**src/rtl/mod_segment_swap_ctrl.sv**
```systemverilog
// mod_segment_swap_ctrl
// Chooses which modulation segment the sampler reads. A settings UPDATE arms
// a segment change. The change is applied when the selected transition
// condition is met. The block also counts completed loops of the active segment
// and raises STOP once a finite repeat count has been used up.
module mod_segment_swap_ctrl #(
    parameter int IDX_W  = 15,
    parameter int REP_W  = 16,
    parameter int GPIO_W = 4
) (
    input  logic              CLK,
    input  logic              RST,
    input  logic              UPDATE,
    input  logic              REQ_RD_SEGMENT,
    input  logic [7:0]        TRANSITION_MODE,
    input  logic [63:0]       TRANSITION_VALUE,
    input  logic [REP_W-1:0]  REP,
    input  logic [63:0]       SYS_TIME,
    input  logic [GPIO_W-1:0] GPIO_IN,
    input  logic              IDX_STEP,
    input  logic [IDX_W-1:0]  IDX,
    input  logic [IDX_W-1:0]  CYCLE,
    output logic              SEGMENT,
    output logic              STOP,
    output logic              BUSY,
    output logic [REP_W-1:0]  LOOP_CNT,
    output logic              ERR_MODE
);

    localparam logic [7:0] MODE_SYNC_IDX = 8'h00;
    localparam logic [7:0] MODE_SYS_TIME = 8'h01;
    localparam logic [7:0] MODE_GPIO     = 8'h02;
    localparam logic [7:0] MODE_IMM      = 8'hFF;

    typedef enum logic {
        ST_RUN  = 1'b0,
        ST_WAIT = 1'b1
    } state_t;

    // Architectural state
    state_t             state_q, state_d;
    logic               seg_q, seg_d;          // active segment
    logic               stop_q, stop_d;
    logic               busy_q, busy_d;
    logic [REP_W-1:0]   loop_cnt_q, loop_cnt_d;
    logic               err_q, err_d;
    logic [REP_W-1:0]   act_rep_q, act_rep_d;  // repeat setting of the active segment

    // Pending request, captured on a valid UPDATE
    logic               req_seg_q, req_seg_d;
    logic [7:0]         mode_q, mode_d;
    logic [63:0]        value_q, value_d;
    logic [REP_W-1:0]   req_rep_q, req_rep_d;

    // Previous-cycle GPIO sample, kept every cycle regardless of state
    logic [GPIO_W-1:0]  gpio_prev_q;

    logic               wrap;
    logic               mode_valid;
    logic               cond;
    logic [GPIO_W-1:0]  gpio_rise;
    logic [GPIO_W-1:0]  gpio_match;
    logic               gpio_hit;

    // The segment length is tracked by the sampler itself. A wrap is seen here
    // only as a step back to index 0, so CYCLE has no role in this block.
    logic               unused_cycle;
    assign unused_cycle = ^CYCLE;

    assign wrap       = IDX_STEP && (IDX == '0);
    assign mode_valid = (TRANSITION_MODE == MODE_SYNC_IDX) ||
                        (TRANSITION_MODE == MODE_SYS_TIME) ||
                        (TRANSITION_MODE == MODE_GPIO)     ||
                        (TRANSITION_MODE == MODE_IMM);

    assign gpio_rise = GPIO_IN & ~gpio_prev_q;

    // Only GPIO numbers 0..3 can be addressed through value[1:0]. Any wider
    // GPIO bits therefore never match.
    generate
        for (genvar gi = 0; gi < GPIO_W; gi++) begin : g_gpio_sel
            if (gi < 4) begin : g_addr
                assign gpio_match[gi] = gpio_rise[gi] && (value_q[1:0] == 2'(gi));
            end else begin : g_noaddr
                assign gpio_match[gi] = 1'b0;
            end
        end
    endgenerate

    assign gpio_hit = |gpio_match;

    // Evaluate the armed transition condition, valid only while waiting
    always_comb begin
        cond = 1'b0;
        if (state_q == ST_WAIT) begin
            case (mode_q)
                MODE_SYNC_IDX: cond = wrap;
                MODE_SYS_TIME: cond = (SYS_TIME >= value_q);
                MODE_GPIO:     cond = gpio_hit;
                MODE_IMM:      cond = 1'b1;
                default:       cond = 1'b0;
            endcase
        end
    end

    // Next-state logic. Loop counting is applied first, then a switch or a new
    // request overrides it, which gives the required priorities.
    always_comb begin
        state_d    = state_q;
        seg_d      = seg_q;
        stop_d     = stop_q;
        busy_d     = busy_q;
        loop_cnt_d = loop_cnt_q;
        err_d      = err_q;
        act_rep_d  = act_rep_q;
        req_seg_d  = req_seg_q;
        mode_d     = mode_q;
        value_d    = value_q;
        req_rep_d  = req_rep_q;

        // The active segment keeps counting in both states. The count freezes
        // once STOP is set.
        if (wrap && !stop_q) begin
            if (loop_cnt_q != '1) begin
                loop_cnt_d = loop_cnt_q + 1'b1;
            end
            // A count equal to REP before this wrap means REP+1 loops are now done.
            if ((act_rep_q != '1) && (loop_cnt_q == act_rep_q)) begin
                stop_d = 1'b1;
            end
        end

        if (UPDATE && mode_valid) begin
            // A new request replaces any pending one, including one whose
            // condition fires in this same cycle.
            req_seg_d = REQ_RD_SEGMENT;
            mode_d    = TRANSITION_MODE;
            value_d   = TRANSITION_VALUE;
            req_rep_d = REP;
            state_d   = ST_WAIT;
            busy_d    = 1'b1;
        end else begin
            if (UPDATE) begin
                err_d = 1'b1;
            end
            if (cond) begin
                // A switch takes priority over a coincident wrap, so that wrap is not counted.
                seg_d      = req_seg_q;
                act_rep_d  = req_rep_q;
                loop_cnt_d = '0;
                stop_d     = 1'b0;
                busy_d     = 1'b0;
                state_d    = ST_RUN;
            end
        end
    end

    // State and output registers with synchronous reset
    always_ff @(posedge CLK) begin
        if (RST) begin
            state_q     <= ST_RUN;
            seg_q       <= 1'b0;
            stop_q      <= 1'b0;
            busy_q      <= 1'b0;
            loop_cnt_q  <= '0;
            err_q       <= 1'b0;
            act_rep_q   <= '1;
            req_seg_q   <= 1'b0;
            mode_q      <= MODE_IMM;
            value_q     <= '0;
            req_rep_q   <= '1;
            gpio_prev_q <= '0;
        end else begin
            state_q     <= state_d;
            seg_q       <= seg_d;
            stop_q      <= stop_d;
            busy_q      <= busy_d;
            loop_cnt_q  <= loop_cnt_d;
            err_q       <= err_d;
            act_rep_q   <= act_rep_d;
            req_seg_q   <= req_seg_d;
            mode_q      <= mode_d;
            value_q     <= value_d;
            req_rep_q   <= req_rep_d;
            gpio_prev_q <= GPIO_IN;
        end
    end

    assign SEGMENT  = seg_q;
    assign STOP     = stop_q;
    assign BUSY     = busy_q;
    assign LOOP_CNT = loop_cnt_q;
    assign ERR_MODE = err_q;

endmodule

```
**config.mk**
```make
export PLATFORM = sky130hd
export DESIGN_NAME = mod_segment_swap_ctrl
export DESIGN_NICKNAME = d
export VERILOG_FILES = /design/src/rtl/mod_segment_swap_ctrl.sv
export SDC_FILE = /design/constraint.sdc
export NUM_CORES = 1
export LEC_CHECK = 0
export CORE_MARGIN = 8
export CORE_UTILIZATION = 52
export CTS_BUF_LIST = sky130_fd_sc_hd__clkbuf_8
export DETAILED_ROUTE_END_ITERATION = 10
export PLACE_DENSITY = 0.88
export SLEW_MARGIN = 10
export SYNTH_ARGS = -nofsm -noshare
export SYNTH_HDL_FRONTEND = slang
export SYNTH_SLANG_ARGS = --single-unit
```
**constraint.sdc**
```tcl
create_clock -name CLK -period 5.5 [get_ports CLK]
set_clock_uncertainty 0.05 [all_clocks]
set_input_delay 1.1 -clock CLK [delete_from_list [all_inputs] [get_ports CLK]]
set_output_delay 1.1 -clock CLK [all_outputs]
set_load 0.02 [all_outputs]
```
# After elaboration in Yosys (flattened, before gate mapping)
# Cells that the tools add are included.
# totals
ff_bits	129
latchBits	0
ramBits	0
romBits	0
wordCells	60
n_memories	0
# op_classes
n_addsub	1
multipliers	0
div	0
magnitude_cmp	1
eq_ne	12
n_shift	0
n_mux	12
bitwise	3
n_reduce_logical	20
# op_table
operator	count
$ge 64x64->1	1
$mux 16	4
$ne 16x16->1 const B	2
$add 16x1->16 const B	1
$eq 16x16->1	1
$eq 8x1->1 const B	2
$eq 8x2->1 const B	2
$eq 8x8->1 const B	2
$logic_not 8->1	2
$logic_not 15->1	1
$logic_and 1x1->1	8
$mux 1	7
$and 4x4->4	1
$eq 2x2->1 const B	2
$not 4->4	1
$pmux 1 s4	1
$reduce_and 2->1	2
$reduce_or 4->1	1
$logic_or 1x1->1	3
$eq 2x1->1 const B	1
$logic_not 2->1	1
$reduce_bool 2->1	1
$logic_not 1->1	1
$not 1->1	1

# Longest topological paths before layout
# logic_depth
depth_word	8
depth_mapped	10

# Least setup slack after synthesis
# No wires, ideal clock.
# synth_timing
path_kind	input -> register
startpoint	input port SYS_TIME[14]
endpoint	register loop_cnt_q[12] (netlist: LOOP_CNT[12])
t_arrival_ns	3.133
t_required_ns	5.336
setup_slack_ns	2.203
cell_stages	8
path_buffers	0
cell_sequence	ha_1 -> a21oi_1 -> nand2_1 -> a221o_1 -> o31a_1 -> o41ai_2 -> a21oi_4 -> a2111oi_0
# synth_via
elab_chain_len	5
# synth_rtl
item	line_no	rtl
start, declared	18	input logic [63:0] SYS_TIME,
$ge 64x64->1	98	MODE_SYS_TIME: cond = (SYS_TIME >= value_q);
$pmux 1 s4	96	case (mode_q)
$mux 1	95	if (state_q == ST_WAIT) begin
$mux 16	146	if (cond) begin
$mux 16	133	if (UPDATE && mode_valid) begin
end signal, assigned	178	loop_cnt_q <= loop_cnt_d;
end, declared	45	logic [REP_W-1:0] loop_cnt_q, loop_cnt_d;
# No other way between the ends.
# A chain may end at the register's enable or synchronous reset.

# Final worst setup path
# layout_timing
startpoint	input port SYS_TIME[5]
endpoint	register loop_cnt_q[12] (netlist: LOOP_CNT[12])
# The elaborated chain is that of the path after synthesis.

==> results.yml <==
power:
  powerDensity_nw_per_um2: 215
  pwr-share-clk: 0.402
  p_seq_frac: 0.483
  p_total_mw: 1.95
  leakagePower_nw: 3.33
  p_sw_frac: 0.230
  p_comb_frac: 0.116
  power.switching_mw: 0.448
  ir_drop_v: 0.000158
  internal_power_mw: 1.50
cells_and_area:
  fill_cells: 963
  final_common_cell: "nand2_1"
  final_cells: 1205
  fin_area_um2: 9080
  antenna_cells: 0
  syn2layout_area_growth_pct: 36.6
  fin_nets: 1276
  final_layout_size_suffix_gt1_frac: 0.0416
  postLayoutCoreUtil: 0.722
  mostFrequentLayoutCells: "nand2_1 (195), clkdlybuf4s50_1 (194), dfxtp_1 (129)"
global_route:
  track_usage: 0.229
  grt_pass1_wl_um: 30200
  antenna_found_initial: 1
  grt_max_degree: 89
  grt_remaining_overflow: 0
  grt_pass1_vias: 6357
detailed_routing:
  dr.pass1.iters: 4
  viasPerCell: 5.28
  wirelength_um: 18600
  drtIter0Drc: 535
  vias: 6363
  ant_nets: 0
  drc_errors: 0
  detail_route.wl_per_cell_um: 15.5
place:
  dpl_worst_slack_ps: 1290
  portBuffers: 195
  gp_congestion: 0.827
  dp_hpwl_um: 13900
  dp_cells: 1173
  placed_cell_area_um2: 8700
critical_path:
  crit_path_start_kind: "input pin"
  cp_max_fo: 34
  worstPathArrival_ps: 4100
  path_class: "input pin to flop"
  cp-end-kind: "flop"
  required_ps: 5780
floorplanning:
  die_y_um: 129
  pin_count: 211
  initial_core_util: 0.529
  die-area_um2: 16700
  rows: 41
  core_um2: 12600
  die_w_um: 129
sta:
  finalHoldViolCount: 0
  max_clock_freq_mhz: 262
  timing.hold.ws_ps: 404
  slew_headroom: 0.382
  setup_viol: 0
  worst_slack_ps: 1680
  finalCriticalPeriod_ps: 3820
  fin_crit_sh: 0.695
  rsz0062_at_grt: "no"
  tns_ps: 0
  slew_viol_final: 0
  tightest_slew_ps: 927
clock_tree:
  clk_latency_ps: 450
  cts_setup_buffers: 0
  cts_tree: "done"
  cts_buffer_depth: 2
  cts_hold_buf: 0
  htree_levels: 4
  numCtsBuffers: 17
  clk_pin_slew_ps: 70
  cts_sinks: 129
  root_buffer: "clkbuf_8"
  cts_resized: 0
logic_synthesis:
  synth_top_area_share: 0.389
  ys_ff_latch: 129
  yosys-top-cells-area: "dfxtp_1 (39%), ha_1 (12%), nand2_1 (11%)"
  syn_nets: 1096
  synth_top_cell_by_area: "dfxtp_1"
  synth_edf_count: 0
  synth.avg_cell_area_um2: 7.91
  syn_area_um2: 6640
  ys_types: 44
  ys_async_sr_fraction: 0
  synth_cells: 840
  ys_seq_area_frac: 0.389
  synth_warnings: 0
  synthFlopType: "dfxtp_1"
run_status:
  outcome: "finished, final reports clean"
worst_hold_path:
  worstHoldPathType: "flop to flop"
flow_run:
  maxCapViolations: 0
cell usage after synthesis, types with 4 or more instances:
library cell and n:
nand2_1 195, dfxtp_1 129, a21oi_1 95, inv_1 66, ha_1 65, nor2_1 41
nand3_1 37, clkbuf_1 35, nand4_1 27, mux2i_1 20, nor3_1 18, xor2_1 17
nor4_1 14, nor2b_1 10, xnor2_1 10, and3_1 8, a21o_1 6, o21ai_0 5
and4_1 4
power groups by stage:
stage	registers [mW]	clock network [mW]	logic, mW
floorplan	0.963	0	0.0750
global placement	0.963	0	0.218
detailed placement	0.963	0	0.224
CTS	0.942	0.800	0.226
global route	0.942	0.845	0.249
finish	0.942	0.784	0.226
path summary, 6_finish.rpt:
check                                 start           end  slack [ps]  cells after the start
worst max register to register   value_q[7]  LOOP_CNT[12]        2410                     10
worst min-delay path            value_q[37]   value_q[37]         400                      2
worst min register to register  value_q[37]   value_q[37]         400                      2
worst max-delay path            SYS_TIME[5]  LOOP_CNT[12]        1680                     10
sequential cells by signal, summed over array words and instances (netlist names):
signal	count
mode_q	8
ERR_MODE	1
LOOP_CNT	16
req_seg_q	1
req_rep_q	16
value_q	64
STOP	1
SEGMENT	1
act_rep_q	16
BUSY	1
gpio_prev_q	4
kinds of logic (layout without fill, tap and decap cells):
logic type | after synthesis | after routing | share of synthesized area
adders and majority gates | 65 | 65 | 0.122
xor gates and xnor gates | 27 | 27 | 0.0356
AOI/OAI and AO/OA | 128 | 128 | 0.111
buffers and inverters | 106 | 299 | 0.0623
muxes | 21 | 21 | 0.0335
DFF | 129 | 129 | 0.389
and+or+nand+nor | 364 | 364 | 0.246
per-layer routing:
layer	routed length [um]	part of all wire	GRT usage	vias to the layer above
li1	-	-	-	3202
met3	1220	0.065	0.0826	44
met4	542	0.029	0.0995	2
met1	7940	0.43	0.267	2929
met5	8	0.00043	0	-
met2	8930	0.48	0.374	186
critical path: stages:
cell	delay, ps
clkdlybuf4s50_1	430
ha_1	320
a21oi_1	140
o21ai_0	120
a221o_1	350
o31a_1	310
o41ai_2	580
a21oi_4	100
buf_4	290
a2111oi_0	350
cell type report:
cell class	instances	area, um^2	area share
repair buffers	201	1990	0.220
inverters	66	248	0.0273
well taps	172	215	0.0237
clock buffers	19	262	0.0288
clock inverters	13	119	0.0131
multi-input cells	605	3660	0.403
flip-flops and latches	129	2580	0.284
Power figures use the tool's default switching activity.
